**src/rtl/sync_fifo_param.sv**
```systemverilog
// Parametrised single-clock FIFO with standard or first-word-fall-through reads,
// occupancy count, programmable almost flags, sticky error flags and synchronous flush.
module sync_fifo_param #(
    parameter int DATA_W   = 8,
    parameter int DEPTH    = 16,
    parameter int AF_LEVEL = DEPTH - 2,
    parameter int AE_LEVEL = 2,
    parameter int FWFT     = 0
) (
    input  logic                       clk,
    input  logic                       rst,
    input  logic                       clr,
    input  logic                       wr,
    input  logic                       rd,
    input  logic [DATA_W-1:0]          din,
    output logic [DATA_W-1:0]          dout,
    output logic                       empty,
    output logic                       full,
    output logic                       almost_empty,
    output logic                       almost_full,
    output logic [$clog2(DEPTH):0]     count,
    output logic                       overflow,
    output logic                       underflow
);
    localparam int AW = $clog2(DEPTH);
    localparam int CW = AW + 1;
    localparam logic [CW-1:0] DEPTH_C = CW'(DEPTH);
    localparam logic [CW-1:0] AF_C    = CW'(AF_LEVEL);
    localparam logic [CW-1:0] AE_C    = CW'(AE_LEVEL);

    logic [DATA_W-1:0] mem [DEPTH];
    logic [AW-1:0]     wptr;
    logic [AW-1:0]     rptr;
    logic [CW-1:0]     cnt;
    logic              ovf;
    logic              unf;
    logic              rd_ok;
    logic              wr_ok;

    // A write into a full FIFO is accepted only when a read frees the head slot
    // in the same cycle; a read of an empty FIFO never bypasses the write.
    assign rd_ok = rd && !empty;
    assign wr_ok = wr && (!full || rd_ok);

    assign empty        = (cnt == '0);
    assign full         = (cnt == DEPTH_C);
    assign almost_empty = (cnt <= AE_C);
    assign almost_full  = (cnt >= AF_C);
    assign count        = cnt;
    assign overflow     = ovf;
    assign underflow    = unf;

    always_ff @(posedge clk or posedge rst) begin
        if (rst) begin
            wptr <= '0;
            rptr <= '0;
            cnt  <= '0;
            ovf  <= 1'b0;
            unf  <= 1'b0;
        end else if (clr) begin
            wptr <= '0;
            rptr <= '0;
            cnt  <= '0;
            ovf  <= 1'b0;
            unf  <= 1'b0;
        end else begin
            if (wr_ok) wptr <= wptr + 1'b1;
            if (rd_ok) rptr <= rptr + 1'b1;
            case ({wr_ok, rd_ok})
                2'b10:   cnt <= cnt + 1'b1;
                2'b01:   cnt <= cnt - 1'b1;
                default: cnt <= cnt;
            endcase
            if (wr && !wr_ok) ovf <= 1'b1;
            if (rd && !rd_ok) unf <= 1'b1;
        end
    end

    // Storage has no reset so it maps onto RAM; flush and reset only move pointers.
    always_ff @(posedge clk) begin
        if (wr_ok && !clr && !rst) mem[wptr] <= din;
    end

    generate
        if (FWFT != 0) begin : g_fwft
            assign dout = empty ? '0 : mem[rptr];
        end else begin : g_std
            logic [DATA_W-1:0] dout_r;
            // Nonblocking read of mem returns the old word on a same-address write.
            always_ff @(posedge clk or posedge rst) begin
                if (rst)        dout_r <= '0;
                else if (clr)   dout_r <= '0;
                else if (rd_ok) dout_r <= mem[rptr];
            end
            assign dout = dout_r;
        end
    endgenerate
endmodule

```
**config.mk**
```make
export PLATFORM = sky130hd
export DESIGN_NAME = sync_fifo_param
export DESIGN_NICKNAME = d
export VERILOG_FILES = /design/src/rtl/sync_fifo_param.sv
export SDC_FILE = /design/constraint.sdc
export NUM_CORES = 1
export LEC_CHECK = 0
export BUFFER_PORTS_ARGS = -buffer_cell sky130_fd_sc_hd__buf_4
export CORE_AREA = 5 5 113 115
export CTS_CLUSTER_SIZE = 8
export DETAILED_ROUTE_END_ITERATION = 7
export DIE_AREA = 0 0 118 120
export PLACE_DENSITY = 0.71
export SYNTH_ARGS = -nofsm -noshare
export SYNTH_HDL_FRONTEND = slang
export SYNTH_SLANG_ARGS = --single-unit
```
**constraint.sdc**
```tcl
create_clock -name clk -period 4.5 [get_ports clk]
set_clock_uncertainty 0.15 [all_clocks]
set_input_delay 0.675 -clock clk [delete_from_list [all_inputs] [get_ports clk]]
set_output_delay 0.675 -clock clk [all_outputs]
set_load 0.01 [all_outputs]
```
==> out/qor.csv <==
stage,metric,value,unit
timing,period utilization,68.7,%
synthesis,Post-synth EDFFs,128,
job,Max-Cap Viols,0,
clock_tree,clock-pin slew on the worst setup and hold paths,0.06,ns
clock_tree,CTS root buf,clkbuf_16,
detailed_routing,post-DR vias/cell,5.91,
pwr,VDD IR max,0.000347,V
floorplanning,DIE AREA,14200,sq um
synthesis,Post-Syn Area,6190,sq um
global_routing,initial antenna violation count,0,
layout,Area Growth Syn to Fin,14.6,%
clock_tree,CTS tree,yes,
setup_path,CP cell instances,buf_4 > nor2b_1 > a21boi_1 > inv_1 > fa_1 > nand2b_1 > a2111oi_0 > a21oi_1 > a21oi_1 > a21oi_1,
pwr,Sequential Power Share,49.0,%
synthesis,"Primary FF master, synth",edfxtp_1,
synthesis,Yosys top cell area share,62.1,%
worst_hold_path,hold crit path type,flop to flop,
setup_path,kind of cell adding the most delay to the critical path,compound AO/OA/AOI/OAI gates,
floorplanning,die height,120,microns
setup_path,startpoint types,input pin,
layout,fin area,7090,sq um
clock_tree,cts repair resizes,0,
synthesis,"FFs w/ async S/R, synth",15.2,%
timing,unrepaired setup endpoints after global routing,false,
clock_tree,H-tree depth,4,
synthesis,Yosys Warn Count,0,
timing,min Tclk post-route,3.09,ns
setup_path,Worst Reg2Reg Path Length in Cells,9,
worst_hold_path,Hold Path Stages,2,
synthesis,"Seq/Total Area, Yosys",71.4,%
global_routing,vias in the first global route,3363,
global_routing,total track usage,18.3,%
global_routing,largest net degree at the start of global routing,34,
synthesis,Synth area leader,edfxtp_1,
setup_path,Crit path top cell by count,a21oi_1,
detailed_routing,DRT iter0 DRCs,364,
placed_design,global placer's final weighted congestion,0.828,
synthesis,syn_area_per_cell,18.1,sq um
layout,Layout Nets,402,
setup_path,CP Capture Type,flop,
pwr,pwr dens,477,nW/um^2
setup_path,buffers and inverters on the worst path,2,
clock_tree,CTS hold repair buffers,0,
detailed_routing,Routed WL,11900,microns
clock_tree,maximum clock path buffer count,2,
timing,Worst-Margin Slew,1.29,ns
setup_path,Max Fanout on Critical Path,7,
timing,"Setup violations, final",0,
placed_design,DP HPWL,7500,microns
run_status,status,finished clean,
floorplanning,io pins,32,
floorplanning,Starting Density,52.9,%
setup_path,worst path required time,4.64,ns
pwr,share of power burned in the clock network,38.2,%
synthesis,Seq cells post-synth,151,
setup_path,Worst EP arrival,3.23,ns
clock_tree,CTS sink cnt,151,
timing,Setup TNS,0,ns
floorplanning,core footprint,11700,sq um
floorplanning,Die W,118,microns
setup_path,Slowest Stage Delay on Critical Path,0.59,ns
pwr,Int Power,2530,uW
detailed_routing,Routed WL per cell,22.1,microns
synthesis,Synth cell types,38,
detailed_routing,via count,3185,
pwr,sw frac,25.1,%
synthesis,post-synthesis cell count,343,
setup_path,Critical-path top delay cell,a2111oi_0,
setup_path,kind of critical path,input pin to flop,
timing,Rel. slew slack,13.6,%
synthesis,largest cells by area after synthesis,"edfxtp_1 (62%), mux4_2 (12%), dfrtp_1 (9.3%), mux2i_1 (2.6%), ha_1 (1.6%)",
clock_tree,worst skew pair latency,0.42,ns
placed_design,I/O Buffers,31,
detailed_routing,Post-route DRC,0,
global_routing,remaining global-route overflow,0,
layout,n_diodes,0,
clock_tree,cts bufs inserted,17,
detailed_routing,post-route ant nets,0,
global_routing,global-route wire length before repair,19100,microns
setup_path,Crit path depth,10,
pwr,P_sw,849,uW
layout,layout cells sized above 1,25.8,%
timing,final max-slew violation count,0,
clock_tree,Post-CTS Setup Inserts,0,
floorplanning,Rows,40,
detailed_routing,DRT Pass-1 Iters,5,
timing,FMAX,324,MHz
pwr,Comb power frac,12.9,%
pwr,Pleak,0.00238,uW
timing,Final Hold Vio Count,0,
synthesis,syn_nets,365,
placed_design,Placed Area,6560,sq um
cells in the final DEF (no fill, tap or decap), drive strengths merged, types with 2 or more instances in the layout:
cell / instances
edfxtp: 128
buf: 35
mux4: 32
dfrtp: 23
nor2: 22
clkbuf: 19
nand2: 17
mux2i: 16
inv: 11
nand3b: 9
o221ai: 8
a21oi: 8
ha: 8
clkinv: 8
nor3: 7
xor2: 5
nand2b: 4
o21ai: 4
xnor2: 3
o31ai: 3
or3: 2
a21boi: 2
a21o: 2
a2111oi: 2
nand3: 2
path summary, 6_finish.rpt:
path | from | end | slack (ns)
worst max-delay path | rd | count[4]$_DFFE_PP0P_ | 1.41
worst min-delay path | underflow$_DFFE_PP0P_ | underflow$_DFFE_PP0P_ | 0.35
worst max register to register | count[4]$_DFFE_PP0P_ | count[4]$_DFFE_PP0P_ | 1.41
worst min register to register | underflow$_DFFE_PP0P_ | underflow$_DFFE_PP0P_ | 0.35
max in group asynchronous | rst | rptr[2]$_DFFE_PP0P_ | 3.18
min in group asynchronous | rst | dout[1]$_DFFE_PP0P_ | 0.36
final cells by class:
| cell class | instances | area, sq um |
|---|---|---|
| inverters | 9 | 33.8 |
| clock inverters | 12 | 105 |
| repair buffers | 35 | 263 |
| well taps | 147 | 184 |
| fillers | 873 | 4620 |
| multi-input cells | 166 | 1650 |
| clock buffers | 19 | 433 |
| flip-flops and latches | 151 | 4420 |
cell usage after synthesis, types with 3 or more instances:
library cell  number
nand3b_1           9
xnor2_1            3
mux4_2            32
nand2b_1           4
o221ai_1           8
ha_1               8
edfxtp_1         128
o31ai_1            3
buf_2              5
clkbuf_1           8
xor2_1             5
nand2_1           17
mux2i_1           16
a21oi_1            8
inv_1              9
dfrtp_1           23
nor2_1            22
nor3_1             7
power by group through the flow:
stage,registers [uW],clock network (uW),logic [uW]
detailed placement,1680,0,438
finish,1660,1290,434
floorplan,1670,0,272
CTS,1660,1310,440
global route,1670,1380,477
global placement,1680,0,426
kinds of logic after synthesis:
family,count (synthesis),share of synthesized area [%]
flip-flops,151,71.4
buffers and inverters,26,1.92
multiplexers,48,14.2
adder cells (fa/ha/maj),9,1.94
XOR/XNOR,8,1.13
AND/OR/NAND/NOR,68,5.37
AO/OA/AOI/OAI,33,4.04
metal layers:
layer | GRT usage [%] | part of all wire [%] | vias to the layer above
met1 | 23.5 | 40 | 1614
met5 | 0 | 0 | -
met3 | 6.93 | 7.4 | 17
met2 | 28.7 | 51 | 118
met4 | 6.38 | 2.0 | 0
li1 | - | - | 1436
worst reg2reg max path, delay by kind of cell (launching register included):
family | cells | cell delay [ns]
flops | 1 | 0.51
fa+ha+maj | 1 | 0.42
compound gates | 5 | 1.43
buf+inv | 2 | 0.26
simple gates | 1 | 0.20
sequential cells by signal (all words and copies together) (netlist names):
name	cells
count	5
dout	8
mem	128
overflow	1
rptr	4
underflow	1
wptr	4
per-stage QoR:
stage / setup slack (ns) / total power (uW) / utilization [%] / hold slack (ns) / std cells
finish: 1.41 / 3380 / 60.6 / 0.354 / 539
global route: 1.25 / 3530 / 60.6 / 0.394 / 539
floorplan: 1.67 / 1940 / - / 0.376 / 343
detailed placement: 1.12 / 2120 / 56.0 / 0.340 / 508
CTS: 1.52 / 3410 / 60.6 / 0.355 / 539
global placement: 1.40 / 2110 / 56.0 / 0.345 / 508
Note: power is estimated with default switching activity, not from simulation.
